### src/rtl/mmio_responder_if.sv
// Load/store bus between the core's data side and the MMIO responder.
// The core drives address, data and strobes; the responder returns load data and hit.
interface mmio_responder_if #(
    parameter int DBITS = 32
);
    logic [DBITS-1:0] addr;
    logic [DBITS-1:0] wdata;
    logic             we;
    logic             re;
    logic [DBITS-1:0] rdata;
    logic             hit;

    modport master (
        output addr, wdata, we, re,
        input  rdata, hit
    );

    modport slave (
        input  addr, wdata, we, re,
        output rdata, hit
    );
endinterface

### src/rtl/mmio_responder.sv
// MMIO responder for the 0xF0000000 window: HEX/LEDR outputs, debounced KEY/SW inputs, sticky KCTRL.
// Define MMIO_DEBOUNCE_EN to add per-bit debounce counters after the 2-FF synchronizers.
module mmio_responder #(
    parameter int               DBITS           = 32,
    parameter int               DEBOUNCE_CYCLES = 100000,
    parameter logic [DBITS-1:0] ADDR_HEX        = 32'hF0000000,
    parameter logic [DBITS-1:0] ADDR_LEDR       = 32'hF0000004,
    parameter logic [DBITS-1:0] ADDR_LEDG       = 32'hF0000008,
    parameter logic [DBITS-1:0] ADDR_KEY        = 32'hF0000010,
    parameter logic [DBITS-1:0] ADDR_SW         = 32'hF0000014,
    parameter logic [DBITS-1:0] ADDR_KCTRL      = 32'hF0000110
) (
    input  logic                   clk,
    input  logic                   reset,
    mmio_responder_if.slave        bus,
    input  logic [3:0]             KEY,
    input  logic [9:0]             SW,
    output logic [9:0]             LEDR,
    output logic [6:0]             HEX0,
    output logic [6:0]             HEX1,
    output logic [6:0]             HEX2,
    output logic [6:0]             HEX3
);

    localparam int NB = 14;

    function automatic logic [6:0] seg7(input logic [3:0] v);
        logic [6:0] s;
        case (v)
            4'h0: s = 7'b1000000;
            4'h1: s = 7'b1111001;
            4'h2: s = 7'b0100100;
            4'h3: s = 7'b0110000;
            4'h4: s = 7'b0011001;
            4'h5: s = 7'b0010010;
            4'h6: s = 7'b0000010;
            4'h7: s = 7'b1111000;
            4'h8: s = 7'b0000000;
            4'h9: s = 7'b0010000;
            4'hA: s = 7'b0001000;
            4'hB: s = 7'b0000011;
            4'hC: s = 7'b1000110;
            4'hD: s = 7'b0100001;
            4'hE: s = 7'b0000110;
            default: s = 7'b0001110;
        endcase
        return s;
    endfunction

    logic [15:0]   hexval_q, hexval_d;
    logic [9:0]    ledr_q, ledr_d;
    logic [3:0]    flag_q, flag_d;
    logic          ovr_q, ovr_d;
    logic [NB-1:0] sync1_q, sync2_q;
    logic [NB-1:0] acc_q, acc_d;
    logic [NB-1:0] raw;

    logic sel_hex, sel_ledr, sel_ledg, sel_key, sel_sw, sel_kctrl;
    logic [3:0] clr_flags, rise;
    logic       clr_ovr;
    logic [DBITS-1:0] rdata_c;

    logic unused_wdata;
    assign unused_wdata = ^bus.wdata[DBITS-1:16];

    // KEY is active-low on the board; flip it so every accepted bit reads 1 = asserted.
    assign raw = {SW, ~KEY};

    assign sel_hex   = (bus.addr == ADDR_HEX);
    assign sel_ledr  = (bus.addr == ADDR_LEDR);
    assign sel_ledg  = (bus.addr == ADDR_LEDG);
    assign sel_key   = (bus.addr == ADDR_KEY);
    assign sel_sw    = (bus.addr == ADDR_SW);
    assign sel_kctrl = (bus.addr == ADDR_KCTRL);
    assign bus.hit   = sel_hex | sel_ledr | sel_ledg | sel_key | sel_sw | sel_kctrl;

`ifdef MMIO_DEBOUNCE_EN
    localparam int                CNT_W    = $clog2(DEBOUNCE_CYCLES) + 1;
    localparam logic [CNT_W-1:0]  CNT_LAST = CNT_W'(DEBOUNCE_CYCLES - 1);

    logic [CNT_W-1:0] cnt_q [NB];
    logic [CNT_W-1:0] cnt_d [NB];

    // A bit is accepted only after DEBOUNCE_CYCLES consecutive differing samples.
    always_comb begin
        acc_d = acc_q;
        for (int i = 0; i < NB; i++) begin
            cnt_d[i] = '0;
            if (sync2_q[i] != acc_q[i]) begin
                if (cnt_q[i] == CNT_LAST) begin
                    acc_d[i] = sync2_q[i];
                end else begin
                    cnt_d[i] = cnt_q[i] + 1'b1;
                end
            end
        end
    end

    always_ff @(posedge clk or posedge reset) begin
        if (reset) begin
            acc_q <= '0;
            cnt_q <= '{default: '0};
        end else begin
            acc_q <= acc_d;
            cnt_q <= cnt_d;
        end
    end
`else
    localparam int unused_debounce_cycles = DEBOUNCE_CYCLES;

    assign acc_q = sync2_q;
    assign acc_d = sync1_q;
`endif

    // A press arriving on the same edge as its W1C clear wins and does not count as an overrun.
    always_comb begin
        hexval_d  = hexval_q;
        ledr_d    = ledr_q;
        clr_flags = '0;
        clr_ovr   = 1'b0;
        if (bus.we && sel_hex)  hexval_d = bus.wdata[15:0];
        if (bus.we && sel_ledr) ledr_d   = bus.wdata[9:0];
        if (bus.we && sel_kctrl) begin
            clr_flags = bus.wdata[3:0];
            clr_ovr   = bus.wdata[8];
        end
        rise   = acc_d[3:0] & ~acc_q[3:0];
        flag_d = (flag_q & ~clr_flags) | rise;
        ovr_d  = (ovr_q & ~clr_ovr) | (|(rise & flag_q & ~clr_flags));
    end

    always_ff @(posedge clk or posedge reset) begin
        if (reset) begin
            hexval_q <= '0;
            ledr_q   <= '0;
            flag_q   <= '0;
            ovr_q    <= 1'b0;
            sync1_q  <= '0;
            sync2_q  <= '0;
        end else begin
            hexval_q <= hexval_d;
            ledr_q   <= ledr_d;
            flag_q   <= flag_d;
            ovr_q    <= ovr_d;
            sync1_q  <= raw;
            sync2_q  <= sync1_q;
        end
    end

    always_comb begin
        rdata_c = '0;
        if (bus.re) begin
            if (sel_hex)   rdata_c = DBITS'(hexval_q);
            if (sel_ledr)  rdata_c = DBITS'(ledr_q);
            if (sel_key)   rdata_c = DBITS'(acc_q[3:0]);
            if (sel_sw)    rdata_c = DBITS'(acc_q[13:4]);
            if (sel_kctrl) rdata_c = DBITS'({ovr_q, 4'b0000, flag_q});
        end
    end

    assign bus.rdata = rdata_c;
    assign LEDR      = ledr_q;
    assign HEX0      = seg7(hexval_q[3:0]);
    assign HEX1      = seg7(hexval_q[7:4]);
    assign HEX2      = seg7(hexval_q[11:8]);
    assign HEX3      = seg7(hexval_q[15:12]);

endmodule

### src/flat_wrapper.sv
// flat-port wrapper written by rule: the top's interface ports become plain ports
module mmio_responder_flat 
#(
    parameter int               DBITS           = 32,
    parameter int               DEBOUNCE_CYCLES = 100000,
    parameter logic [DBITS-1:0] ADDR_HEX        = 32'hF0000000,
    parameter logic [DBITS-1:0] ADDR_LEDR       = 32'hF0000004,
    parameter logic [DBITS-1:0] ADDR_LEDG       = 32'hF0000008,
    parameter logic [DBITS-1:0] ADDR_KEY        = 32'hF0000010,
    parameter logic [DBITS-1:0] ADDR_SW         = 32'hF0000014,
    parameter logic [DBITS-1:0] ADDR_KCTRL      = 32'hF0000110
)
  (clk, reset, KEY, SW, LEDR, HEX0, HEX1, HEX2, HEX3, bus_addr, bus_wdata, bus_we, bus_re, bus_rdata, bus_hit);
  mmio_responder_if #(.DBITS(DBITS)) bus_i ();
  input  logic clk;
  input  logic reset;
  input  logic [3:0] KEY;
  input  logic [9:0] SW;
  output logic [9:0] LEDR;
  output logic [6:0] HEX0;
  output logic [6:0] HEX1;
  output logic [6:0] HEX2;
  output logic [6:0] HEX3;
  input wire logic [$bits(bus_i.addr)-1:0] bus_addr;
  input wire logic [$bits(bus_i.wdata)-1:0] bus_wdata;
  input wire logic [$bits(bus_i.we)-1:0] bus_we;
  input wire logic [$bits(bus_i.re)-1:0] bus_re;
  output wire logic [$bits(bus_i.rdata)-1:0] bus_rdata;
  output wire logic [$bits(bus_i.hit)-1:0] bus_hit;
  assign bus_i.addr = bus_addr;
  assign bus_i.wdata = bus_wdata;
  assign bus_i.we = bus_we;
  assign bus_i.re = bus_re;
  assign bus_rdata = bus_i.rdata;
  assign bus_hit = bus_i.hit;
  mmio_responder #(.DBITS(DBITS), .DEBOUNCE_CYCLES(DEBOUNCE_CYCLES), .ADDR_HEX(ADDR_HEX), .ADDR_LEDR(ADDR_LEDR), .ADDR_LEDG(ADDR_LEDG), .ADDR_KEY(ADDR_KEY), .ADDR_SW(ADDR_SW), .ADDR_KCTRL(ADDR_KCTRL)) u_core (.clk(clk), .reset(reset), .bus(bus_i), .KEY(KEY), .SW(SW), .LEDR(LEDR), .HEX0(HEX0), .HEX1(HEX1), .HEX2(HEX2), .HEX3(HEX3));
endmodule
### config.mk
export PLATFORM = sky130hd
export DESIGN_NAME = mmio_responder_flat
export DESIGN_NICKNAME = d
export VERILOG_FILES = /design/src/rtl/mmio_responder_if.sv /design/src/rtl/mmio_responder.sv /design/src/flat_wrapper.sv
export SDC_FILE = /design/constraint.sdc
export NUM_CORES = 1
export LEC_CHECK = 0
export CAP_MARGIN = 15
export CORE_MARGIN = 2
export CORE_UTILIZATION = 30
export CTS_CLUSTER_DIAMETER = 120
export CTS_CLUSTER_SIZE = 25
export DETAILED_ROUTE_END_ITERATION = 7
export PLACE_DENSITY_LB_ADDON = 0.08
export SYNTH_ARGS = -nofsm -noshare
export SYNTH_HDL_FRONTEND = slang
export SYNTH_SLANG_ARGS = --single-unit
### constraint.sdc
create_clock -name clk -period 2.2 [get_ports clk]
set_input_delay 0.44 -clock clk [delete_from_list [all_inputs] [get_ports clk]]
set_output_delay 0.44 -clock clk [all_outputs]
set_load 0.03 [all_outputs]
==> flow_metrics.tcl <==
set metrics [dict create \
    status "finished, violations left" \
    violations "negative setup slack" \
    viasPerCell 4.77 \
    drive_gt1_share_pct 42.0 \
    drtPass1Iterations 4 \
    maxCapViolCount 0 \
    hp-class "flip-flop to flip-flop" \
    coreArea_sq_mm 0.0119 \
    row_count 40 \
    dpl_worst_slack_ns -0.709 \
    worst_slack_ns -0.305 \
    setup_viol 25 \
    insertion_delay_ns 0.32 \
    worstSetupEndpoint "bus_rdata[15]" \
    grt_start_max_net_pins 23 \
    antenna_found_initial 0 \
    leakage_uw 0.00274 \
    max_clock_freq_ghz 0.399 \
    dp_hpwl_um 8000 \
    first_global_vias 3383 \
    async_flop_share_pct 100 \
    worst_setup_path_start_kind "input pin" \
    cts_buffers 9 \
    nNetsFinal 669 \
    relSlewSlack_pct 65.5 \
    worstSetupEndpointType "output pin" \
    port_buffers 120 \
    vias 3407 \
    drc 0 \
    nFillCells 1132 \
    die_h_um 114 \
    synth_area_leaders "dfrtp_1 (41%), mux2_2 (9.0%), ha_1 (8.3%)" \
    fp.dieW_um 114 \
    initial_utilization_pct 30.5 \
    grt-ovfl-total 0 \
    cts.clk_slew.worst_paths_ns 0.05 \
    drtIter0Drc 133 \
    area_growth_syn_to_layout_pct 66.1 \
    track_usage_pct 16.2 \
    maxSlewViolCount 0 \
    synth-seq-area-share_pct 40.6 \
    die-area_sq_mm 0.0130 \
    rr_worst_depth 4 \
    syn_inst 375 \
    routed_wl_um 10200 \
    cts.path.max_buffers 2 \
    crit_cells 8 \
    fin_crit_sh_pct 114 \
    crit_start "bus_addr[7]" \
    ys_warn_count 0 \
    reg2reg_from "u_core.acc_d[1]" \
    crit_chain "buf_6, nor3_4, nand2b_4, or4_4, nor4_4, buf_4, and2_4, buf_6" \
    power_uw 2630 \
    reg2reg_setup_slack_ns 0.89 \
    ant_nets 0 \
    critPathTopFamily "simple AND/OR/NAND/NOR gates" \
    period_needed_ns 2.50 \
    rsz0062_at_grt "true" \
    rr_endpoint "u_core.ovr_q" \
    syn_area_sq_mm 0.00363 \
    cts_tree "yes" \
    fin_skew_ns 0.00517 \
    finalHoldViolations 0 \
    cp.arrival_ns 2.06 \
    fin_hold_ws_ns 0.343 \
    synth_top_cell_area_share_pct 40.6 \
    path_buf_inv 3 \
    worstSetupPathType "input pin to output pin" \
    utilization_pct 50.7 \
    synth_top_cell_by_area "dfrtp_1" \
    cts.sinks 59 \
    ys_seq_elements 59 \
    cts-root-buf "clkbuf_16" \
    path_common_cell "buf_6" \
    io_pins 153 \
    avgRoutedWirePerCell_um 14.3 \
    cpPeakStageDelay_ns 0.60 \
    peakVddDrop_mv 0.286 \
    crit_required_ns 1.76 \
    cp_max_fo 6 \
    avgSynthCellArea_sq_um 9.69 \
    grt_pass1_wl_um 16600 \
    diodes 0 \
    synth_flop_cell "dfrtp_1" \
    yosysUniqueCellTypes 43 \
    tightest_slew_ns 0.517 \
    cts.htree.levels 3 \
    powerDensity_mw_per_mm2 436 \
    crit_slowest_cell "or4_4" \
    synth_edf_count 0 \
    holdBufCountCts 0 \
    globalplace.congestion 0.798 \
]
[synthesized netlist by cell type (2+ instances only)]
cell type,count
a21oi_1,23
and3_1,2
nand3b_1,4
a31oi_1,7
nor2b_1,7
a22oi_1,3
nor3_1,16
a32o_1,3
clkbuf_1,14
nor4_4,2
nand4_1,5
nand2_1,34
a22o_1,8
buf_4,16
ha_1,24
nand3_1,3
and2_1,8
nor2_1,14
buf_2,2
nor4_1,6
or4_1,3
dfrtp_1,59
nand2b_1,6
inv_1,18
mux2i_1,11
nor3b_1,3
mux2_2,29
o21ai_0,30
[cells by family after synthesis]
logic type / synth area share (%)
simple gates: 18.7
buf+inv: 7.20
flops: 40.6
mux: 12.0
other cells: 0.103
compound gates: 13.0
fa+ha+maj: 8.27
[how the worst min path moves through the flow]
stage / start / end / cells past startpoint
5_1_grt: u_core.acc_d[5] / u_core.acc_q[5] / 0
2_1_floorplan: u_core.acc_d[10] / u_core.acc_q[10] / 0
3_5_place_dp: u_core.acc_d[4] / u_core.acc_q[4] / 0
6_report: u_core.acc_d[4] / u_core.acc_q[4] / 0
4_1_cts: u_core.acc_d[4] / u_core.acc_q[4] / 0
3_3_place_gp: u_core.acc_d[8] / u_core.acc_q[8] / 0
[sequential cells by signal, summed over array words and instances (netlist names)]
signal and cells:
u_core.acc_q 14, u_core.flag_q 4, u_core.ovr_q 1, u_core.acc_d 14, u_core.hexval_q 16, u_core.LEDR 10
[report_power, final]
part	switching, uW	internal, uW	total [uW]
clock network	448	778	1230
registers	10.3	1110	1120
logic	145	136	281
[final cells by class]
class | instances | area [sq um] | area share (%)
clock buffers | 12 | 246 | 4.09
clock inverters | 3 | 15.0 | 0.249
inverters | 18 | 70.1 | 1.16
multi-input cells | 280 | 2280 | 37.7
flip-flops and latches | 59 | 1480 | 24.6
well taps | 147 | 184 | 3.05
repair buffers | 195 | 1760 | 29.2
[routing by layer]
metal,GRT usage [%],share of wire [%],vias up
met2,27.0,48,117
met4,5.69,1.9,0
met5,0,0,-
li1,-,-,1680
met3,4.25,6.0,12
met1,20.4,44,1598
[worst register-to-register path, stage by stage (launching register included)]
cell and delay (ns):
dfrtp_1 0.39, nand3_1 0.12, a31oi_1 0.05, a31o_2 0.21, or4_1 0.40
[layout by cell type (no fill, tap or decap), drive strengths merged, types with 18 or more instances in the layout]
master / n
mux2: 29
inv: 18
clkbuf: 18
clkdlybuf4s50: 43
o21ai: 30
ha: 24
a21oi: 23
buf: 123
nand2: 35
dfrtp: 59
[through the flow]
step                      setup TNS, ns  area [sq um]  cells
final                             -3.86          6030    714
after global routing              -5.96          6030    714
after CTS                         -4.36          5900    708
after detailed placement         -27.08          5430    678
after global placement           -25.58          5430    678
after floorplan                   -3.25          3890    390
[repair_timing]
action,in CTS,in global routing
cloned,1,0
pin swaps,29,18
gates resized for setup,135,48
setup endpoints to repair,58,63
buffers inserted,15,9
Power figures use the tool's default switching activity.
